$ cat config.mk
export PLATFORM = sky130hd
export DESIGN_NAME = hazard_forward_ctrl
export DESIGN_NICKNAME = d
export VERILOG_FILES = /design/src/rtl/pipeline_pkg.sv /design/src/rtl/sat_counter.sv /design/src/rtl/hazard_forward_ctrl.sv
export SDC_FILE = /design/constraint.sdc
export NUM_CORES = 1
export LEC_CHECK = 0
export ABC_AREA = 1
export BUFFER_PORTS_ARGS = -buffer_cell sky130_fd_sc_hd__buf_4
export CAP_MARGIN = 20
export CORE_ASPECT_RATIO = 1.4
export CORE_MARGIN = 2
export CORE_UTILIZATION = 56
export DETAILED_ROUTE_END_ITERATION = 16
export MAX_ROUTING_LAYER = met4
export PLACE_DENSITY_LB_ADDON = 0.25
export RECOVER_POWER = 25
export SYNTH_ARGS = -nofsm -noshare
export SYNTH_HDL_FRONTEND = slang
export SYNTH_SLANG_ARGS = --single-unit
$ cat constraint.sdc
create_clock -name clk -period 2.2 [get_ports clk]
set_input_delay 0.33 -clock clk [delete_from_list [all_inputs] [get_ports clk]]
set_output_delay 0.33 -clock clk [all_outputs]
set_load 0.005 [all_outputs]
$ cat src/rtl/pipeline_pkg.sv
// Shared encodings for the pipeline control blocks: forwarding selects,
// hazard FSM states and the hard-wired zero register.
package pipeline_pkg;

  localparam logic [1:0] FWD_RF    = 2'b00;
  localparam logic [1:0] FWD_EXMEM = 2'b10;
  localparam logic [1:0] FWD_MEMWB = 2'b01;

  localparam logic [4:0] REG_ZERO  = 5'd0;

  typedef enum logic [1:0] {
    RUN   = 2'd0,
    STALL = 2'd1,
    FLUSH = 2'd2
  } state_t;

endpackage

$ cat src/rtl/sat_counter.sv
// Saturating event counter; a clear beats an increment in the same cycle.
module sat_counter #(
  parameter int CNT_W = 32
) (
  input  logic             clk,
  input  logic             reset,
  input  logic             inc,
  input  logic             clr,
  output logic [CNT_W-1:0] count
);

  logic [CNT_W-1:0] count_reg;

  always_ff @(posedge clk or negedge reset) begin
    if (!reset) begin
      count_reg <= '0;
    end else if (clr) begin
      count_reg <= '0;
    end else if (inc && (count_reg != '1)) begin
      count_reg <= count_reg + CNT_W'(1);
    end
  end

  assign count = count_reg;

endmodule

$ cat src/rtl/hazard_forward_ctrl.sv
// Load-use stall / taken-branch flush control for ID/EX and IF/ID, plus
// registered EX forwarding selects and stall/flush event counters.
module hazard_forward_ctrl
  import pipeline_pkg::*;
#(
  parameter int CNT_W = 32,
  parameter int REG_W = 5
) (
  input  logic             clk,
  input  logic             reset,
  input  logic [REG_W-1:0] id_rs,
  input  logic [REG_W-1:0] id_rt,
  input  logic             id_uses_rs,
  input  logic             id_uses_rt,
  input  logic             idex_MemRead,
  input  logic             idex_RegWrite,
  input  logic [REG_W-1:0] idex_wreg,
  input  logic             exmem_RegWrite,
  input  logic [REG_W-1:0] exmem_wreg,
  input  logic             ex_branch_taken,
  input  logic             cnt_clear,
  output logic             pc_write,
  output logic             ifid_write,
  output logic             ifid_flush,
  output logic             idex_bubble,
  output logic [1:0]       fwd_a,
  output logic [1:0]       fwd_b,
  output logic [CNT_W-1:0] stall_cnt,
  output logic [CNT_W-1:0] flush_cnt
);

  localparam logic [REG_W-1:0] ZERO_R = REG_W'(REG_ZERO);

  state_t state_reg, state_next;
  logic   lu;
  logic   stall_issue;
  logic   flush_issue;

  assign lu = idex_MemRead && (idex_wreg != ZERO_R) &&
              ((id_uses_rs && (id_rs == idex_wreg)) ||
               (id_uses_rt && (id_rt == idex_wreg)));

  always_ff @(posedge clk or negedge reset) begin
    if (!reset) begin
      state_reg <= RUN;
    end else begin
      state_reg <= state_next;
    end
  end

  // A taken branch outranks a load-use stall: the stalled instruction is wrong-path.
  always_comb begin
    state_next  = state_reg;
    stall_issue = 1'b0;
    flush_issue = 1'b0;
    case (state_reg)
      RUN: begin
        if (ex_branch_taken) begin
          state_next  = FLUSH;
          flush_issue = 1'b1;
        end else if (lu) begin
          state_next  = STALL;
          stall_issue = 1'b1;
        end
      end
      STALL: begin
        if (ex_branch_taken) begin
          state_next  = FLUSH;
          flush_issue = 1'b1;
        end else begin
          state_next  = RUN;
        end
      end
      FLUSH:   state_next = RUN;
      default: state_next = RUN;
    endcase
  end

  assign pc_write    = reset && !stall_issue;
  assign ifid_write  = reset && !stall_issue;
  assign ifid_flush  = reset && flush_issue;
  assign idex_bubble = !reset || stall_issue || flush_issue;

  // Operand 0 follows rs (fwd_a), operand 1 follows rt (fwd_b); nearer producer wins.
  logic [REG_W-1:0] src_vec  [2];
  logic [1:0]       fwd_next [2];
  logic [1:0]       fwd_reg  [2];

  assign src_vec[0] = id_rs;
  assign src_vec[1] = id_rt;

  generate
    for (genvar gi = 0; gi < 2; gi++) begin : g_fwd
      always_comb begin
        fwd_next[gi] = FWD_RF;
        if (idex_RegWrite && (idex_wreg != ZERO_R) && (idex_wreg == src_vec[gi])) begin
          fwd_next[gi] = FWD_EXMEM;
        end else if (exmem_RegWrite && (exmem_wreg != ZERO_R) && (exmem_wreg == src_vec[gi])) begin
          fwd_next[gi] = FWD_MEMWB;
        end
      end

      always_ff @(posedge clk or negedge reset) begin
        if (!reset) begin
          fwd_reg[gi] <= FWD_RF;
        end else begin
          fwd_reg[gi] <= idex_bubble ? FWD_RF : fwd_next[gi];
        end
      end
    end
  endgenerate

  assign fwd_a = fwd_reg[0];
  assign fwd_b = fwd_reg[1];

  logic             cnt_inc [2];
  logic [CNT_W-1:0] cnt_vec [2];

  assign cnt_inc[0] = stall_issue;
  assign cnt_inc[1] = flush_issue;

  generate
    for (genvar gi = 0; gi < 2; gi++) begin : g_cnt
      sat_counter #(.CNT_W(CNT_W)) u_cnt (
        .clk   (clk),
        .reset (reset),
        .inc   (cnt_inc[gi]),
        .clr   (cnt_clear),
        .count (cnt_vec[gi])
      );
    end
  endgenerate

  assign stall_cnt = cnt_vec[0];
  assign flush_cnt = cnt_vec[1];

endmodule

==> out/results.ini, run 1 <==
[cts]
clockRootBuffer=clkbuf_16
numCtsBuffers=9
clk_pin_slew_ps=60
post_cts_buffers=0
clk_latency_ps=330
cts_buffer_depth=2
cts_tree=built
cts_sinks=70
htree_levels=3

[synth]
synth-edff-count=0
yosysUniqueCellTypes=34
synth_ff_type=dfrtp_1
syn_avg_cell_area_um2=6.719
netlist.top_cell.by_area=dfrtp_1
synth_top_area_share_pct=34.95
syn_nets=777
synth_most_common_cell=nand2_1
ys_seq_area_share_pct=34.95
ys_ff_latch=70
synth_common_cells=213 x nand2_1, 104 x nand3_1, 97 x nor2_1
synthTopCellsByArea=dfrtp_1 35%, nand2_1 16%, nand3_1 10%
async_flop_share_pct=100.0
synth.cell_area_mm2=0.005012
synthCells=746
yosysWarnings=0

[placement]
gp_congestion=0.9901
dp.final_hpwl_um=10960
place_ws_ps=110.1
port_buffers=100
postPlaceCellArea_mm2=0.005919

[final_layout]
diodes=0
design_area_mm2=0.006302
area_growth_pct=25.74
final_core_util_pct=72.79
largest_reg_flops=64
finalNetCount=887
drive_above_1_share_pct=18.47

[floorplanning]
pin_count=101
die_area_mm2=0.009734
die_h_um=115.9
fp-row-count=40
start_util_pct=57.89
fp.dieW_um=83.96
core-area_mm2=0.008658

[power_and_ir_drop]
ir_drop_v=0.0003873
p_leak_nw=3.241
p_per_area_mw_per_mm2=533.8

[timing]
max_freq_mhz=486.0
drv_slew=0
worstMarginPinSlew_ps=711.9
setup_viol=0
maxSlewHeadroom_pct=52.43
setup_slack_ps=142.4
rsz0062_at_grt=true
skew_ps=6.813
finalHoldViolCount=0
post-route-period-util_pct=93.53
period_needed_ps=2058

[hold_path]
hold_class=in -> reg
hold_depth=3

[run]
max_cap_violations=0

[global_routing]
grt_overflow=0
grt_pass1_wl_um=24640
grtUsageTotal_pct=32.58
grt_max_degree=82
grt_antenna_before_repair=0
grt_pass1_vias=5349

[detailed_routing]
first_iter_violations=300
ant_nets=0
first_pass_iters=5
viasPerCell=5.512
drc=0
post_drt_wl_per_cell_um=15.19
vias=5325
drt-total-wl_um=14670

[critical_path]
worst_ep_arrival_time_ps=2330
path_class=reg -> reg
worst_setup_path_end_kind=flip-flop
critPathMaxFanout=32
reg2regPathDepth=10
cp.required_ps=2470
start_kind=flip-flop

[outcome]
status=finished, final reports clean

## critical path, cell delays in order, from the launching register on
cell,delay (ps)
dfrtp_1,420
ha_1,230
inv_1,110
nor2_2,50
nand3_1,100
nor2_1,50
nand4_1,110
inv_1,90
nor2_4,550
nand3_1,160
nand2_1,110
## final cells by class
class | instances | area [µm²]
multi-input cells | 564 | 2776
fillers | 754 | 2356
flip-flops and latches | 70 | 1752
repair buffers | 121 | 932.1
inverters | 90 | 339.1
clock buffers | 10 | 239.0
clock inverters | 6 | 132.6
well taps | 105 | 131.4
## path summary, 6_finish.rpt
| path | from | endpoint | slack (ps) |
|---|---|---|---|
| worst min register to register | state_reg[1]$_DFFE_PN0P_ | state_reg[1]$_DFFE_PN0P_ | 520 |
| max in group asynchronous | reset | g_cnt[1].u_cnt.count[23]$_DFFE_PN0P_ | 810 |
| worst min-delay path | ex_branch_taken | state_reg[1]$_DFFE_PN0P_ | 320 |
| worst max register to register | g_cnt[0].u_cnt.count[1]$_DFFE_PN0P_ | g_cnt[0].u_cnt.count[12]$_DFFE_PN0P_ | 140 |
| min in group asynchronous | reset | g_cnt[1].u_cnt.count[11]$_DFFE_PN0P_ | 430 |
| worst max-delay path | g_cnt[0].u_cnt.count[1]$_DFFE_PN0P_ | g_cnt[0].u_cnt.count[12]$_DFFE_PN0P_ | 140 |
## logic make-up after synthesis
family                     count (synthesis)  share of synthesized area (%)
buffers and inverters                    112                          9.760
adders and majority gates                  2                         0.4992
AOI/OAI and AO/OA                         34                          3.869
and+or+nand+nor                          475                          41.66
DFF                                       70                          34.95
xor gates and xnor gates                  53                          9.261
## power breakdown
| group | internal, mW | switching, mW |
|---|---|---|
| sequential | 1.30 | 0.00681 |
| clock | 1.25 | 0.570 |
| combinational | 0.0907 | 0.150 |
| total | 2.64 | 0.727 |
## repair_timing
action,CTS,global route
hold endpoints to repair,20,0
hold buffers,1,0
setup endpoints to repair,0,29
resized for setup,0,1
## per-stage QoR
step / setup TNS, ps / power, mW / hold WS, ps / instances
after floorplan: 0 / 1.448 / 34.41 / 746
after global placement: 0 / 1.558 / 234.6 / 949
after detailed placement: 0 / 1.566 / 236.9 / 949
after CTS: 0 / 3.381 / 324.4 / 966
after global routing: -289.9 / 3.455 / 357.9 / 966
final: 0 / 3.364 / 324.8 / 966
## routing by layer
metal / vias up / share of wire [%] / global-route usage [%]
li1: 2588 / - / -
met1: 2478 / 38 / 35.06
met2: 190 / 52 / 57.92
met3: 69 / 5.1 / 4.345
met4: 0 / 5.3 / 18.28
met5: - / 0 / -
## cell usage in the layout (no fill, tap or decap)
| cell | count |
|---|---|
| nand2_1 | 213 |
| a21oi_1 | 3 |
| nand3_2 | 1 |
| clkinv_2 | 2 |
| nor3_4 | 1 |
| xnor2_1 | 19 |
| inv_1 | 86 |
| dlygate4sd3_1 | 1 |
| a21o_1 | 4 |
| nor3_1 | 23 |
| nand2_4 | 2 |
| nand4_2 | 1 |
| clkbuf_8 | 1 |
| clkbuf_1 | 1 |
| nor3_2 | 4 |
| ha_1 | 2 |
| o21ai_0 | 9 |
| bufinv_16 | 4 |
| nand4_1 | 15 |
| clkbuf_4 | 23 |
| nand2_2 | 5 |
| nand3_1 | 103 |
| buf_4 | 94 |
| nor2_2 | 2 |
| dfrtp_1 | 70 |
| buf_12 | 2 |
| o21ai_1 | 14 |
| nor3b_1 | 3 |
| nor4_1 | 2 |
| o21bai_1 | 1 |
| nor2_1 | 97 |
| or2_0 | 1 |
| nor2_4 | 1 |
| inv_2 | 3 |
| o21ai_2 | 3 |
| clkinvlp_4 | 1 |
| xor2_1 | 34 |
| nand3b_1 | 1 |
| clkbuf_16 | 9 |
(Power assumes the default switching activity.)
==> inputs of run 2 (changes only) <==
CORE_UTILIZATION = 40   (was 56)
==> out/results.ini, run 2 (synthesis gave the netlist of run 1 again) <==
[timing]
drv_slew=0
period_needed_ps=2006
setup_viol=0
finalHoldViolCount=0
worstMarginPinSlew_ps=714.5
post-route-period-util_pct=91.20
max_freq_mhz=498.4
maxSlewHeadroom_pct=52.36
setup_slack_ps=193.6
rsz0062_at_grt=true
skew_ps=11.27

[floorplanning]
core-area_mm2=0.01231
fp-row-count=48
die_h_um=136.5
die_area_mm2=0.01345
start_util_pct=40.71
fp.dieW_um=98.61
pin_count=101

[global_routing]
grt_pass1_wl_um=23940
grt_overflow=0
grt_antenna_before_repair=0
grt_max_degree=66
grt_pass1_vias=4979
grtUsageTotal_pct=22.91

[power_and_ir_drop]
p_leak_nw=3.223
ir_drop_v=0.0003619
power.total_mw=3.136
p_per_area_mw_per_mm2=496.5

[final_layout]
fin_cells=1012
finalNetCount=888
largest_reg_flops=64
area_growth_pct=26.04
layout_common_cells=213 x nand2_1, 104 x nand3_1, 97 x nor2_1
final_common_cell=nand2_1
diodes=0
drive_above_1_share_pct=18.56

[run]
max_cap_violations=0

[cts]
clockRootBuffer=clkbuf_16
numCtsBuffers=9
cts_tree=built
cts_buffer_depth=2
clk_pin_slew_ps=60
clk_latency_ps=340
cts_sinks=70
htree_levels=3

[outcome]
status=finished, final reports clean

[critical_path]
worst_setup_path_end_kind=primary output
start_kind=flip-flop
path_class=reg -> out
cp.required_ps=1870
critPathMaxFanout=5
worst_ep_arrival_time_ps=1680

[placement]
gp_congestion=0.9595
port_buffers=100
dp.final_hpwl_um=10890
place_ws_ps=133.8
dp.cells=995

[hold_path]
hold_class=in -> reg

[detailed_routing]
drt-total-wl_um=14430
drc=0
post_drt_wl_per_cell_um=14.25
first_iter_violations=176
ant_nets=0
first_pass_iters=4
vias=5093
viasPerCell=5.033

[run 2: changes by cell type in the layout (fill, tap and decap cells not counted)]
cell	change
clkinv_2	+1
clkbuf_4	+7
nand3_2	-1
clkbuf_1	-1
nand3_1	+1
bufinv_16	-2
buf_4	-5
clkinvlp_4	+1
[run 2: path summary, 6_finish.rpt]
check | to | slack [ps] | cells past startpoint | startpoint
max | idex_bubble | 190 | 6 | state_reg[0]$_DFFE_PN0P_
min | state_reg[1]$_DFFE_PN0P_ | 330 | 3 | ex_branch_taken
max reg2reg | g_cnt[1].u_cnt.count[16]$_DFFE_PN0P_ | 200 | 11 | g_cnt[1].u_cnt.count[1]$_DFFE_PN0P_
min reg2reg | state_reg[1]$_DFFE_PN0P_ | 540 | 1 | state_reg[1]$_DFFE_PN0P_
max in group asynchronous | g_cnt[1].u_cnt.count[19]$_DFFE_PN0P_ | 790 | 3 | reset
min in group asynchronous | g_cnt[1].u_cnt.count[9]$_DFFE_PN0P_ | 410 | 2 | reset
[run 2: cell type report]
| class | count | area (µm²) |
|---|---|---|
| clock buffers | 10 | 239.0 |
| fillers | 1265 | 5995 |
| inverters | 90 | 339.1 |
| flip-flops and latches | 70 | 1752 |
| multi-input cells | 564 | 2771 |
| clock inverters | 6 | 85.08 |
| well taps | 150 | 187.7 |
| repair buffers | 122 | 943.4 |
[run 2: metal layers]
metal | part of all wire (%) | vias to the layer above | GRT usage, %
met5 | 0 | - | -
met4 | 3.3 | 0 | 9.741
met3 | 3.4 | 35 | 2.828
met2 | 53 | 131 | 41.65
met1 | 40 | 2343 | 25.10
li1 | - | 2584 | -
[run 2: power breakdown]
part / internal (mW) / leakage (nW) / total, mW / switching, mW
Clock: 1.02 / 0.154 / 1.60 / 0.579
Sequential: 1.29 / 0.975 / 1.30 / 0.00698
Combinational: 0.0890 / 2.09 / 0.236 / 0.147
Total: 2.40 / 3.22 / 3.14 / 0.733
[run 2: worst max-delay path, cell delays in order, from the launching register on]
cell	delay, ps
dfrtp_1	360
nor3_1	310
nand3_1	220
nand2_1	110
inv_1	70
nand2_1	140
buf_4	140
[run 2: timing repair]
item | CTS | global route
hold endpoints to repair | 17 | 0
hold buffers | 1 | 0
setup buffers | 0 | 0
setup endpoints to repair | 0 | 21
gates resized for setup | 0 | 0
[run 2: metrics by stage]
| step | cell area [µm²] | TNS (ps) | hold slack, ps | util [%] |
|---|---|---|---|---|
| finish | 6317 | 0 | 331.6 | 51.31 |
| global route | 6317 | -171.7 | 328.4 | 51.31 |
| CTS | 6317 | 0 | 320.4 | 51.31 |
| detailed placement | 5983 | 0 | 222.6 | 48.60 |
| global placement | 5983 | 0 | 223.6 | 48.60 |
| floorplan | 5012 | 0 | 34.41 | - |
